`config.mk`:
```
export PLATFORM = sky130hd
export DESIGN_NAME = topk_val
export DESIGN_NICKNAME = d
export VERILOG_FILES = /design/src/rtl/topk_pkg.sv /design/src/rtl/topk_slot.sv /design/src/rtl/topk_val.sv
export SDC_FILE = /design/constraint.sdc
export NUM_CORES = 1
export LEC_CHECK = 0
export CORE_MARGIN = 2
export CORE_UTILIZATION = 45
export DETAILED_ROUTE_END_ITERATION = 8
export PLACE_DENSITY = 0.76
export SLEW_MARGIN = 15
export SYNTH_ARGS = -nofsm -noshare
export SYNTH_HDL_FRONTEND = slang
export SYNTH_SLANG_ARGS = --single-unit
```
`constraint.sdc`:
```
create_clock -name clk -period 3.45 [get_ports clk]
set_clock_uncertainty 0.2 [all_clocks]
set_input_delay 0.8625 -clock clk [delete_from_list [all_inputs] [get_ports clk]]
set_output_delay 0.8625 -clock clk [all_outputs]
set_load 0.02 [all_outputs]
```
`src/rtl/topk_pkg.sv`:
```
`default_nettype none
// ============================================================================
//  Module      : topk_pkg
//  Description : Shared widths, rank-entry type and value compare for the
//                streaming top-K tracker. Define TOPK_SIGNED_EN to compare
//                values as two's-complement numbers instead of unsigned.
//  Revision    : 1.0 - initial release
// ============================================================================
package topk_pkg;

  localparam int TOPK_DATA_W = 32;
  localparam int TOPK_IDX_W  = 16;
  localparam int TOPK_CNT_W  = 32;
  // Widest value the compare helper accepts; callers zero-extend into it.
  localparam int TOPK_MAX_W  = 64;

`ifdef TOPK_SIGNED_EN
  localparam logic TOPK_SIGNED = 1'b1;
`else
  localparam logic TOPK_SIGNED = 1'b0;
`endif

  // One rank of the working array at the default widths.
  typedef struct packed {
    logic [TOPK_DATA_W-1:0] value;
    logic [TOPK_IDX_W-1:0]  index;
    logic                   valid;
  } topk_entry_t;

  // a >= b for two zero-extended w-bit values. Signed ordering is obtained by
  // flipping the w-bit sign position of both operands, which maps two's
  // complement order onto plain unsigned order.
  function automatic logic topk_ge(input logic [TOPK_MAX_W-1:0] a,
                                   input logic [TOPK_MAX_W-1:0] b,
                                   input int unsigned           w);
    logic [TOPK_MAX_W-1:0] w_msb;
    w_msb = {{(TOPK_MAX_W-1){1'b0}}, TOPK_SIGNED} << (w - 1);
    return (a ^ w_msb) >= (b ^ w_msb);
  endfunction

endpackage : topk_pkg
`default_nettype wire

```
`src/rtl/topk_slot.sv`:
```
`default_nettype none
// ============================================================================
//  Module      : topk_slot
//  Description : One rank register of the top-K working array. Raises o_ge
//                when it holds a valid value >= the incoming sample, and picks
//                hold / shift-in from rank r-1 / load sample from its own flag
//                and the flag of the rank above it. Compare signedness follows
//                TOPK_SIGNED_EN through topk_pkg.
//  Revision    : 1.0 - initial release
// ============================================================================
module topk_slot
  import topk_pkg::*;
#(
  parameter int DATA_W = TOPK_DATA_W,
  parameter int IDX_W  = TOPK_IDX_W,
  parameter int RANK   = 0
) (
  input  logic              clk,
  input  logic              rst,
  input  logic              i_enable,
  input  logic              i_clear,
  input  logic              i_last,
  input  logic [DATA_W-1:0] i_stream,
  input  logic [IDX_W-1:0]  i_index,
  input  logic              i_prev_ge,
  input  logic [DATA_W-1:0] i_prev_value,
  input  logic [IDX_W-1:0]  i_prev_index,
  input  logic              i_prev_valid,
  output logic              o_ge,
  output logic [DATA_W-1:0] o_value,
  output logic [IDX_W-1:0]  o_index,
  output logic              o_valid,
  output logic [DATA_W-1:0] o_nxt_value,
  output logic [IDX_W-1:0]  o_nxt_index,
  output logic              o_nxt_valid
);

  logic [DATA_W-1:0] r_value;
  logic [IDX_W-1:0]  r_index;
  logic              r_valid;

  logic [DATA_W-1:0] w_nxt_value;
  logic [IDX_W-1:0]  w_nxt_index;
  logic              w_nxt_valid;

  // Invalid ranks never claim >=, so the flags form a run of ones from rank 0
  // whose length is the insertion point.
  assign o_ge = r_valid &&
                topk_ge(TOPK_MAX_W'(r_value), TOPK_MAX_W'(i_stream), DATA_W);

  // Next-state select: clear empties (rank 0 may still take a same-cycle
  // sample); otherwise the first rank below the >= run loads the sample and
  // every rank further down takes its upper neighbour's entry.
  always_comb begin
    w_nxt_value = r_value;
    w_nxt_index = r_index;
    w_nxt_valid = r_valid;
    if (i_clear) begin
      w_nxt_value = '0;
      w_nxt_index = '0;
      w_nxt_valid = 1'b0;
      if (i_enable && (RANK == 0)) begin
        w_nxt_value = i_stream;
        w_nxt_index = i_index;
        w_nxt_valid = 1'b1;
      end
    end else if (i_enable && !o_ge) begin
      if (i_prev_ge) begin
        w_nxt_value = i_stream;
        w_nxt_index = i_index;
        w_nxt_valid = 1'b1;
      end else begin
        w_nxt_value = i_prev_value;
        w_nxt_index = i_prev_index;
        w_nxt_valid = i_prev_valid;
      end
    end
  end

  // Rank register; end of frame empties it after the top has snapshotted.
  always_ff @(posedge clk) begin
    if (rst || i_last) begin
      r_value <= '0;
      r_index <= '0;
      r_valid <= 1'b0;
    end else begin
      r_value <= w_nxt_value;
      r_index <= w_nxt_index;
      r_valid <= w_nxt_valid;
    end
  end

  assign o_value     = r_value;
  assign o_index     = r_index;
  assign o_valid     = r_valid;
  assign o_nxt_value = w_nxt_value;
  assign o_nxt_index = w_nxt_index;
  assign o_nxt_valid = w_nxt_valid;

endmodule : topk_slot
`default_nettype wire

```
`src/rtl/topk_val.sv`:
```
`default_nettype none
// ============================================================================
//  Module      : topk_val
//  Description : Streaming top-K tracker on the accumulator output stream.
//                Keeps the K largest samples of a frame sorted descending
//                with their row indices, and on last publishes a registered
//                snapshot, the frame sample count and a one-cycle done pulse.
//                Define TOPK_SIGNED_EN for two's-complement value compare.
//  Revision    : 1.0 - initial release
// ============================================================================
module topk_val
  import topk_pkg::*;
#(
  parameter int K      = 4,
  parameter int DATA_W = TOPK_DATA_W,
  parameter int IDX_W  = TOPK_IDX_W,
  parameter int CNT_W  = TOPK_CNT_W
) (
  input  logic                clk,
  input  logic                rst,
  input  logic                enable,
  input  logic [DATA_W-1:0]   stream,
  input  logic [IDX_W-1:0]    index,
  input  logic                clear,
  input  logic                last,
  output logic [K*DATA_W-1:0] topk_value,
  output logic [K*IDX_W-1:0]  topk_index,
  output logic [K-1:0]        topk_valid,
  output logic [CNT_W-1:0]    sample_count,
  output logic                done
);

  // Per-rank current and next-state views of the working array.
  logic              w_ge        [K];
  logic [DATA_W-1:0] w_val       [K];
  logic [IDX_W-1:0]  w_idx       [K];
  logic              w_vld       [K];
  logic              w_prev_ge   [K];
  logic [DATA_W-1:0] w_prev_val  [K];
  logic [IDX_W-1:0]  w_prev_idx  [K];
  logic              w_prev_vld  [K];
  logic [DATA_W-1:0] w_nxt_val   [K];
  logic [IDX_W-1:0]  w_nxt_idx   [K];
  logic              w_nxt_vld   [K];

  logic [CNT_W-1:0]    r_cnt;
  logic [CNT_W-1:0]    w_cnt_inc;
  logic [CNT_W-1:0]    w_cnt_nxt;

  logic [K*DATA_W-1:0] r_topk_value;
  logic [K*IDX_W-1:0]  r_topk_index;
  logic [K-1:0]        r_topk_valid;
  logic [CNT_W-1:0]    r_sample_count;
  logic                r_done;

  generate
    for (genvar r = 0; r < K; r++) begin : g_slot
      // Rank 0 sees a virtual always->= neighbour above it.
      if (r == 0) begin : g_head
        assign w_prev_ge[r]  = 1'b1;
        assign w_prev_val[r] = '0;
        assign w_prev_idx[r] = '0;
        assign w_prev_vld[r] = 1'b0;
      end else begin : g_chain
        assign w_prev_ge[r]  = w_ge[r-1];
        assign w_prev_val[r] = w_val[r-1];
        assign w_prev_idx[r] = w_idx[r-1];
        assign w_prev_vld[r] = w_vld[r-1];
      end

      topk_slot #(
        .DATA_W (DATA_W),
        .IDX_W  (IDX_W),
        .RANK   (r)
      ) u_slot (
        .clk          (clk),
        .rst          (rst),
        .i_enable     (enable),
        .i_clear      (clear),
        .i_last       (last),
        .i_stream     (stream),
        .i_index      (index),
        .i_prev_ge    (w_prev_ge[r]),
        .i_prev_value (w_prev_val[r]),
        .i_prev_index (w_prev_idx[r]),
        .i_prev_valid (w_prev_vld[r]),
        .o_ge         (w_ge[r]),
        .o_value      (w_val[r]),
        .o_index      (w_idx[r]),
        .o_valid      (w_vld[r]),
        .o_nxt_value  (w_nxt_val[r]),
        .o_nxt_index  (w_nxt_idx[r]),
        .o_nxt_valid  (w_nxt_vld[r])
      );
    end
  endgenerate

  // Saturating increment; dropped samples still count as accepted.
  assign w_cnt_inc = (&r_cnt) ? r_cnt : r_cnt + CNT_W'(1);

  // Counter next state, with clear applied before any same-cycle sample.
  always_comb begin
    w_cnt_nxt = r_cnt;
    if (clear) begin
      w_cnt_nxt = enable ? CNT_W'(1) : '0;
    end else if (enable) begin
      w_cnt_nxt = w_cnt_inc;
    end
  end

  // Working sample counter; restarts empty after each end of frame.
  always_ff @(posedge clk) begin
    if (rst || last) begin
      r_cnt <= '0;
    end else begin
      r_cnt <= w_cnt_nxt;
    end
  end

  // Snapshot of the frame's final array (including a same-cycle sample) and
  // done pulse; invalid ranks are forced to zero value and index.
  always_ff @(posedge clk) begin
    if (rst) begin
      r_topk_value   <= '0;
      r_topk_index   <= '0;
      r_topk_valid   <= '0;
      r_sample_count <= '0;
      r_done         <= 1'b0;
    end else begin
      r_done <= last;
      if (last) begin
        r_sample_count <= w_cnt_nxt;
        for (int r = 0; r < K; r++) begin
          r_topk_value[r*DATA_W +: DATA_W] <= w_nxt_vld[r] ? w_nxt_val[r] : '0;
          r_topk_index[r*IDX_W +: IDX_W]   <= w_nxt_vld[r] ? w_nxt_idx[r] : '0;
          r_topk_valid[r]                  <= w_nxt_vld[r];
        end
      end
    end
  end

  assign topk_value   = r_topk_value;
  assign topk_index   = r_topk_index;
  assign topk_valid   = r_topk_valid;
  assign sample_count = r_sample_count;
  assign done         = r_done;

endmodule : topk_val
`default_nettype wire

```
# ---- Word level (Yosys, flattened, before mapping)
# Index checks and enable logic that the tools add are counted.
dict set report classes {
  addsub 1
  magnitude_cmp 4
  mux 48
  n_reduce_logical 14
}
# cell n
set op_table {}
lappend op_table {{32-bit two-way mux} 19}
lappend op_table {{16-bit two-way mux} 16}
lappend op_table {{32-bit >= comparator} 4}
lappend op_table {{32-bit by 1-bit adder with 32-bit output (second input constant)} 1}
lappend op_table {{32-bit AND reduction} 1}
lappend op_table {{1-bit two-way mux} 13}
lappend op_table {{1-bit logical AND} 8}
lappend op_table {{1-bit zero test} 4}
lappend op_table {{1-bit logical OR} 1}
dict set report totals {
  out_inout_bits 229
  in_bits 53
  elab_cells 85
  reg_bits 457
}

# ---- Depth between registers and ports, before layout
# Gate-level depths: netlist (run 1).
dict set report depth {
  depth_word 7
  depth_mapped 12
  ltp_nobuf 9
}

# ---- By module
# From an unflattened synthesis (run 1), not the netlist that was laid out.
dict set report hier_totals {
  hier_cells 3007
  area_unflattened_um2 25896.1
}
# mod seq_area_each_um2 instances cells_each area_per_inst_um2
set by_module_without_submodules {}
lappend by_module_without_submodules {{topk_slot (g_slot[1].u_slot ...)} 980.9 3 616 4642.0}
lappend by_module_without_submodules {topk_val 5225.0 1 810 9002.4}
lappend by_module_without_submodules {{topk_slot (g_slot[0].u_slot)} 980.9 1 349 2967.8}

# ---- Worst setup path after synthesis (run 1)
# OpenSTA, ideal clock, no wires.
dict set report synth_timing {
  path_kind {input port to flip-flop}
  start {input stream[30]}
  end {register r_topk_index[43], in the netlist topk_index[43]}
  stages 12
  t_arrival_ps 3066
  path_slack_ps 56
  t_required_ps 3122
  setup_ps 128
  path_cell_list {inv_1 > ha_1 > a21oi_1 > nand2_1 > a221o_1 > o31a_2 > or2_1 > buf_2 > buf_6 > buf_6 > a211oi_1 > o31ai_1}
}
dict set report synth_via {
  elab_chain_len 7
  word_cells_on_any_way 13
  cone_classes {order compare: 2; mux: 7; reduce/logical: 4}
}
# element line_no
set synth_lines {}
lappend synth_lines {{start, declared} topk_val.sv:22} ;# input logic [DATA_W-1:0] stream,
lappend synth_lines {{32-bit >= comparator} topk_pkg.sv:38} ;# return (a ^ w_msb) >= (b ^ w_msb);
lappend synth_lines {{1-bit logical AND} topk_slot.sv:48} ;# assign o_ge = r_valid &&
lappend synth_lines {{1-bit zero test} topk_slot.sv:67} ;# end else if (i_enable && !o_ge) begin
lappend synth_lines {{1-bit logical AND} topk_slot.sv:67}
lappend synth_lines {{16-bit two-way mux or 1-bit two-way mux (tied branches)} topk_slot.sv:67}
lappend synth_lines {{16-bit two-way mux or 1-bit two-way mux (tied branches)} topk_slot.sv:58} ;# if (i_clear) begin
lappend synth_lines {{16-bit two-way mux *} topk_val.sv:135} ;# r_topk_index[r*IDX_W +: IDX_W] <= w_nxt_vld[r] ? w_nxt_idx[r] : '0;
lappend synth_lines {{end signal, assigned by index} topk_val.sv:135}
lappend synth_lines {{end, declared} topk_val.sv:51} ;# logic [K*IDX_W-1:0] r_topk_index;
# Mark *: on every way between the ends. The rest lies on a longest branch, timed or not.
# A chain may end at the register's enable or synchronous reset.

# ---- Final worst setup path (run 1)
dict set report layout_timing {
  start {input stream[24]}
  end {register r_topk_index[23], in the netlist topk_index[23]}
}
# The elaborated chain is that of the path after synthesis.

==> results of run 1 <==
[worst max-delay path: stages]
cell	delay, ps
clkdlybuf4s50_1	500
inv_2	70
ha_1	280
nand4_1	120
buf_4	170
nor4_4	290
nand3_2	200
a31oi_4	260
or2_4	220
buf_6	120
o21ai_4	70
buf_6	150
clkbuf_16	170
o31ai_4	240
[metrics by stage]
step / total power (W) / area, µm² / util / std cells / TNS (ps)
4_1_cts: 0.0120 / 28400 / 0.624 / 3354 / -35.5
3_3_place_gp: 0.00662 / 25700 / 0.565 / 3227 / -287280
3_5_place_dp: 0.00665 / 25700 / 0.565 / 3227 / -305690
5_1_grt: 0.0124 / 29500 / 0.649 / 3371 / -953
6_report: 0.0121 / 29500 / 0.649 / 3371 / 0
2_1_floorplan: 0.00609 / 20800 / - / 2324 / 0
[cell type report]
type	count	area [µm²]	share of cell area
flip-flops and latches	457	9150	0.310
well taps	600	751	0.0254
multi-input cells	1637	12000	0.407
clock inverters	16	165	0.00560
repair buffers	544	5830	0.198
inverters	46	175	0.00594
clock buffers	71	1430	0.0484
[synthesized netlist by cell type (all sizes together), types with 5 or more instances]
library cell and instances:
dfxtp 457, nand2 224, nor2 161, a21oi 146
ha 129, clkbuf 122, nor3 111, nand3 106
o21ai 106, o31ai 99, nand4 79, a211oi 67
buf 62, o211ai 51, a221o 50, a22o 48
mux2i 48, nor3b 48, inv 45, o211a 31
and3 25, xor2 19, xnor2 10, nand2b 9
and2 8, and4 6, nor4 6, a221oi 5
[report_power, final]
part,total [W],switching [W],internal [W]
clock,0.00532,0.00224,0.00309
sequential,0.00543,0.0000739,0.00536
combinational,0.00133,0.000787,0.000544
total,0.0121,0.00310,0.00899
[logic make-up after synthesis]
logic type	synth area share
buffers and inverters	0.0465
AND/OR/NAND/NOR	0.184
adder cells (fa/ha/maj)	0.0775
AO/OA/AOI/OAI	0.217
multiplexers	0.0236
XOR/XNOR	0.0122
flip-flops	0.440
[placed cells by master (no fill, tap or decap), drive strengths merged, types with 50 or more instances in the layout]
cell	synthesis	routed
a21oi	146	146
o211ai	51	51
o31ai	99	99
nand4	79	79
o21ai	106	106
clkdlybuf4s50	0	254
clkbuf	122	80
a211oi	67	67
nand2	224	224
nor3	111	111
buf	62	251
ha	129	129
dfxtp	457	457
nor2	161	161
nand3	106	106
a221o	50	50
[flip-flops by register name, summed over array words and instances, names as in the netlist]
name                   count
g_slot.u_slot.o_valid      4
topk_value               128
g_slot.u_slot.o_index     64
sample_count              32
topk_index                64
g_slot.u_slot.o_value    128
topk_valid                 4
r_cnt                     32
done                       1
[timing repair]
action | in CTS | in global routing
endpoints found under the setup margin | 386 | 386
hold buffers | 0 | 0
setup buffers | 29 | 9
pin swaps | 42 | 52
resized for setup | 122 | 192
gates cloned | 11 | 9
[worst paths after layout]
check,endpoint,depth (start not counted)
min,sample_count[15],2
min reg2reg,sample_count[15],2
max,topk_index[23],14
max reg2reg,g_slot[0].u_slot.o_index[12],14
[routing by layer]
layer / GRT usage / up-vias / share of wire
met5: 0 / - / 0
met4: 0.157 / 0 / 0.058
met3: 0.0665 / 317 / 0.10
met2: 0.515 / 1415 / 0.45
met1: 0.400 / 10300 / 0.38
li1: - / 9439 / -
==> results.py, run 1 <==
metrics = {
    "outcome": {
        "status": "complete, no violations",
    },
    "clock_tree": {
        "cts_tree": "built",
        "cts_max_path_buffers": 3,
        "cts_buffers": 48,
        "cts_max_level": 2,
        "clk_pin_slew_ps": 60,
        "clk_latency_ps": 600,
        "cts.sinks": 457,
        "cts_root_buf": "clkbuf_16",
    },
    "sta": {
        "setup_viol": 0,
        "hold_ws_ps": 249,
        "post-route-min-period_ps": 3430,
        "maxSlewHeadroom": 0.547,
        "worst_slack_ps": 24.5,
        "fin_crit_sh": 0.993,
        "worst_pin_slew_ps": 672,
        "fmax_mhz": 292,
        "drv_slew": 0,
        "hold_violations": 0,
    },
    "die": {
        "dieArea_um2": 48000,
        "start_util": 0.458,
        "die_h_um": 219,
        "rows": 78,
        "core_um2": 45500,
        "die_x_um": 219,
        "io-pin-count": 282,
    },
    "global_route": {
        "grt_util_all_layers": 0.317,
        "antenna_found_initial": 0,
        "grt_pass1_wl_um": 119000,
        "grt_pass1_vias": 21000,
        "grt_start_max_net_pins": 97,
        "overflow": 0,
    },
    "synthesis": {
        "synth_top_flop_cell": "dfxtp_1",
        "avgSynthCellArea_um2": 8.96,
        "synthCells": 2324,
        "netlist_top_cells_area": "dfxtp_1 44%, ha_1 7.8%, nand2_1 4.0%",
        "synth_top_area_frac": 0.440,
        "synth_cell_types": 64,
        "yosys.area.top_type": "dfxtp_1",
        "async_flop_share": 0,
        "synth_seq_cells": 457,
        "syn_area_um2": 20800,
        "yosysSeqAreaShare": 0.440,
        "syn_nets": 2506,
        "ys_warn_count": 0,
        "synth_edf_count": 0,
    },
    "job": {
        "drv_cap": 0,
    },
    "routing": {
        "drt_iter0_drc": 2522,
        "via_count": 21500,
        "drt-total-wl_um": 82700,
        "ant_nets": 0,
        "dr.pass1.iters": 6,
        "drcViolationCount": 0,
        "vias_per_cell": 6.37,
        "routedWlPerCell_um": 24.5,
    },
    "setup_path": {
        "crit_path_start_kind": "primary input",
        "end_kind": "register",
        "r2r_start": "g_slot[0].u_slot.o_value[0]",
        "cp-startpoint": "stream[24]",
        "r2r_setup_slack_ps": 270,
        "cp_max_fo": 6,
        "worstPathArrival_ps": 3720,
        "cp.required_ps": 3750,
        "critical_path_class": "in2reg",
    },
    "final_layout": {
        "fillers": 3547,
        "drive_above_1_share": 0.203,
        "n_antenna_cell": 0,
        "fin_nets": 2916,
        "area_growth_pct": 41.8,
    },
    "power_and_ir_drop": {
        "powerDensity_nw_per_um2": 410,
        "leakagePower_nw": 11.5,
        "peakVddDrop_mv": 0.457,
    },
    "place": {
        "post-dp-hpwl_um": 51700,
        "numPortBuffers": 281,
        "gp_congestion": 0.949,
        "pre_cts_ws_ps": -961,
    },
    "worst_hold_path": {
        "hold_path.startpoint": "sample_count[15]",
        "hp-class": "reg2reg",
    },
}
Note: power is estimated with default switching activity, not from simulation.
==> run 2, diff against run 1 <==
--- a/config.mk
+++ b/config.mk
@@ -5,9 +5,9 @@
 export SDC_FILE = /design/constraint.sdc
 export NUM_CORES = 1
 export LEC_CHECK = 0
-export CORE_MARGIN = 2
 export CORE_UTILIZATION = 45
 export DETAILED_ROUTE_END_ITERATION = 8
+export HOLD_SLACK_MARGIN = 0.12
 export PLACE_DENSITY = 0.76
 export SLEW_MARGIN = 15
 export SYNTH_ARGS = -nofsm -noshare
==> run 2 against run 1 <==
- total power is 0.43% higher
- first-iteration DRC count is 2.0% lower
- sequential power hardly changed
- routed wire length is 4.3% lower
- highest routed layer unchanged
- design area is 0.88% lower
- utilization is 0.57 points lower
- count of clock-buffer cells in the layout is 3 higher
==> results.py, run 2 (synthesis gave the netlist of run 1 again) <==
metrics = {
    "outcome": {
        "status": "complete, no violations",
    },
    "setup_path": {
        "r2r_setup_slack_ps": 360,
        "worstPathArrival_ps": 3740,
        "crit_path_start_kind": "primary input",
        "r2r_cells": 12,
        "critical_path_class": "in2reg",
        "worst_r2r_endpoint": "topk_index[2]",
        "end_kind": "register",
        "r2r_start": "g_slot[0].u_slot.o_value[0]",
        "cp.required_ps": 3750,
        "cp_max_fo": 20,
    },
    "global_route": {
        "grt_start_max_net_pins": 74,
        "grt_pass1_vias": 20900,
        "grt_pass1_wl_um": 117000,
        "top_usage_layer": "met2",
        "overflow": 0,
        "use_met1": 0.402,
        "grtUsageMet2": 0.514,
        "antenna_found_initial": 0,
        "use_met3": 0.0688,
        "grt_util_all_layers": 0.318,
    },
    "clock_tree": {
        "clk_pin_slew_ps": 60,
        "cts_buffers": 49,
        "cts_max_path_buffers": 3,
        "cts.sinks": 457,
        "clk_latency_ps": 610,
        "cts_max_level": 2,
        "hold_buffers": 0,
        "cts_root_buf": "clkbuf_16",
        "cts_tree": "built",
    },
    "routing": {
        "dr.pass1.iters": 6,
        "ant_nets": 0,
        "drt-total-wl_um": 79200,
        "drcViolationCount": 0,
        "drt_iter0_drc": 2471,
        "vias_per_cell": 6.33,
        "routedWlPerCell_um": 23.4,
        "via_count": 21400,
    },
    "sta": {
        "maxSlewHeadroom": 0.562,
        "rsz0062_at_grt": "true",
        "final.setup.tns_ps": 0,
        "setup_viol": 0,
        "drv_slew": 0,
        "hold_violations": 0,
        "post-route-min-period_ps": 3440,
        "fmax_mhz": 291,
        "fin_crit_sh": 0.998,
        "worst_pin_slew_ps": 649,
    },
    "final_layout": {
        "mostFrequentLayoutCell": "dfxtp_1",
        "utilization": 0.643,
        "n_antenna_cell": 0,
        "fillers": 3586,
        "area_growth_pct": 40.5,
        "multi_input_area_um2": 11800,
        "drive_above_1_share": 0.194,
        "seq_area_um2": 9150,
        "fin_nets": 2920,
        "most-common-layout-cells": "457 x dfxtp_1, 252 x clkdlybuf4s50_1, 217 x nand2_1, 195 x buf_4, 152 x nor2_1",
    },
    "power_and_ir_drop": {
        "peakVddDrop_mv": 0.380,
        "leakagePower_nw": 11.4,
        "powerDensity_nw_per_um2": 415,
    },
    "die": {
        "io-pin-count": 282,
        "core_um2": 45500,
        "rows": 78,
        "dieArea_um2": 47100,
        "die_x_um": 217,
        "start_util": 0.458,
        "die_h_um": 217,
    },
    "worst_hold_path": {
        "min_to": "topk_valid[1]",
        "hp-class": "reg2reg",
        "hold_path.startpoint": "topk_valid[1]",
        "whs_path_depth": 2,
    },
    "place": {
        "post-dp-hpwl_um": 52800,
        "gp_congestion": 0.919,
        "numPortBuffers": 281,
    },
    "job": {
        "drv_cap": 0,
    },
}
-- run 2: changes by cell type in the layout (fill, tap and decap cells not counted), sizes merged, moves of 2 or more --
cell	previous run	this run
bufbuf	5	2
clkdlybuf4s50	254	252
dlymetal6s2s	15	17
buf	251	260
clkinv	11	13
-- run 2: how the worst max path moves through the flow --
stage	slack, ps	cells past startpoint	startpoint	endpoint
floorplan	60	12	stream[30]	topk_index[43]
global placement	-1040	13	stream[21]	topk_value[74]
detailed placement	-1060	15	stream[21]	topk_index[62]
CTS	-20	12	stream[27]	topk_index[29]
global route	-2	12	stream[12]	topk_value[89]
finish	8	13	stream[12]	topk_index[63]
-- run 2: what timing repair did --
action,4_1_cts,5_1_grt
setup buffers,13,15
endpoints found under the setup margin,387,376
gates resized for setup,130,127
pin swaps,30,48
cloned,5,5
-- run 2: stage by stage --
stage	area, µm²	setup WS (ps)	hold slack [ps]	instances	total power (W)
6_report	29200	7.98	246	3378	0.0121
4_1_cts	28400	-19.6	249	3358	0.0121
5_1_grt	29200	-1.63	267	3378	0.0125
3_3_place_gp	26000	-1040	238	3250	0.00664
3_5_place_dp	26000	-1060	240	3250	0.00667
2_1_floorplan	20800	56.0	256	2324	0.00609
-- run 2: power by group --
group | total, W | internal [W] | switching [W]
combinational | 0.00130 | 0.000538 | 0.000764
sequential | 0.00543 | 0.00536 | 0.0000734
clock | 0.00540 | 0.00315 | 0.00225
total | 0.0121 | 0.00905 | 0.00309
-- run 2: worst max-delay path: stages --
cell and delay [ps]:
clkdlybuf4s50_1 490, inv_2 70, buf_4 140, ha_1 280
nand4_1 230, buf_4 160, inv_1 30, a221o_1 340
o211ai_1 230, and2_4 270, buf_12 190, o211ai_1 140
a32o_1 290
-- run 2: layout make-up --
| class | instances | area share |
|---|---|---|
| clock buffers | 74 | 0.0514 |
| flip-flops and latches | 457 | 0.313 |
| clock inverters | 17 | 0.00505 |
| multi-input cells | 1637 | 0.404 |
| inverters | 46 | 0.00599 |
| well taps | 600 | 0.0257 |
| repair buffers | 547 | 0.195 |
-- run 2: routing by layer --
layer  share of wire  routed length [µm]
met4           0.044                3450
met5               0                   0
met1            0.39               31000
met3            0.10                7990
met2            0.46               36700
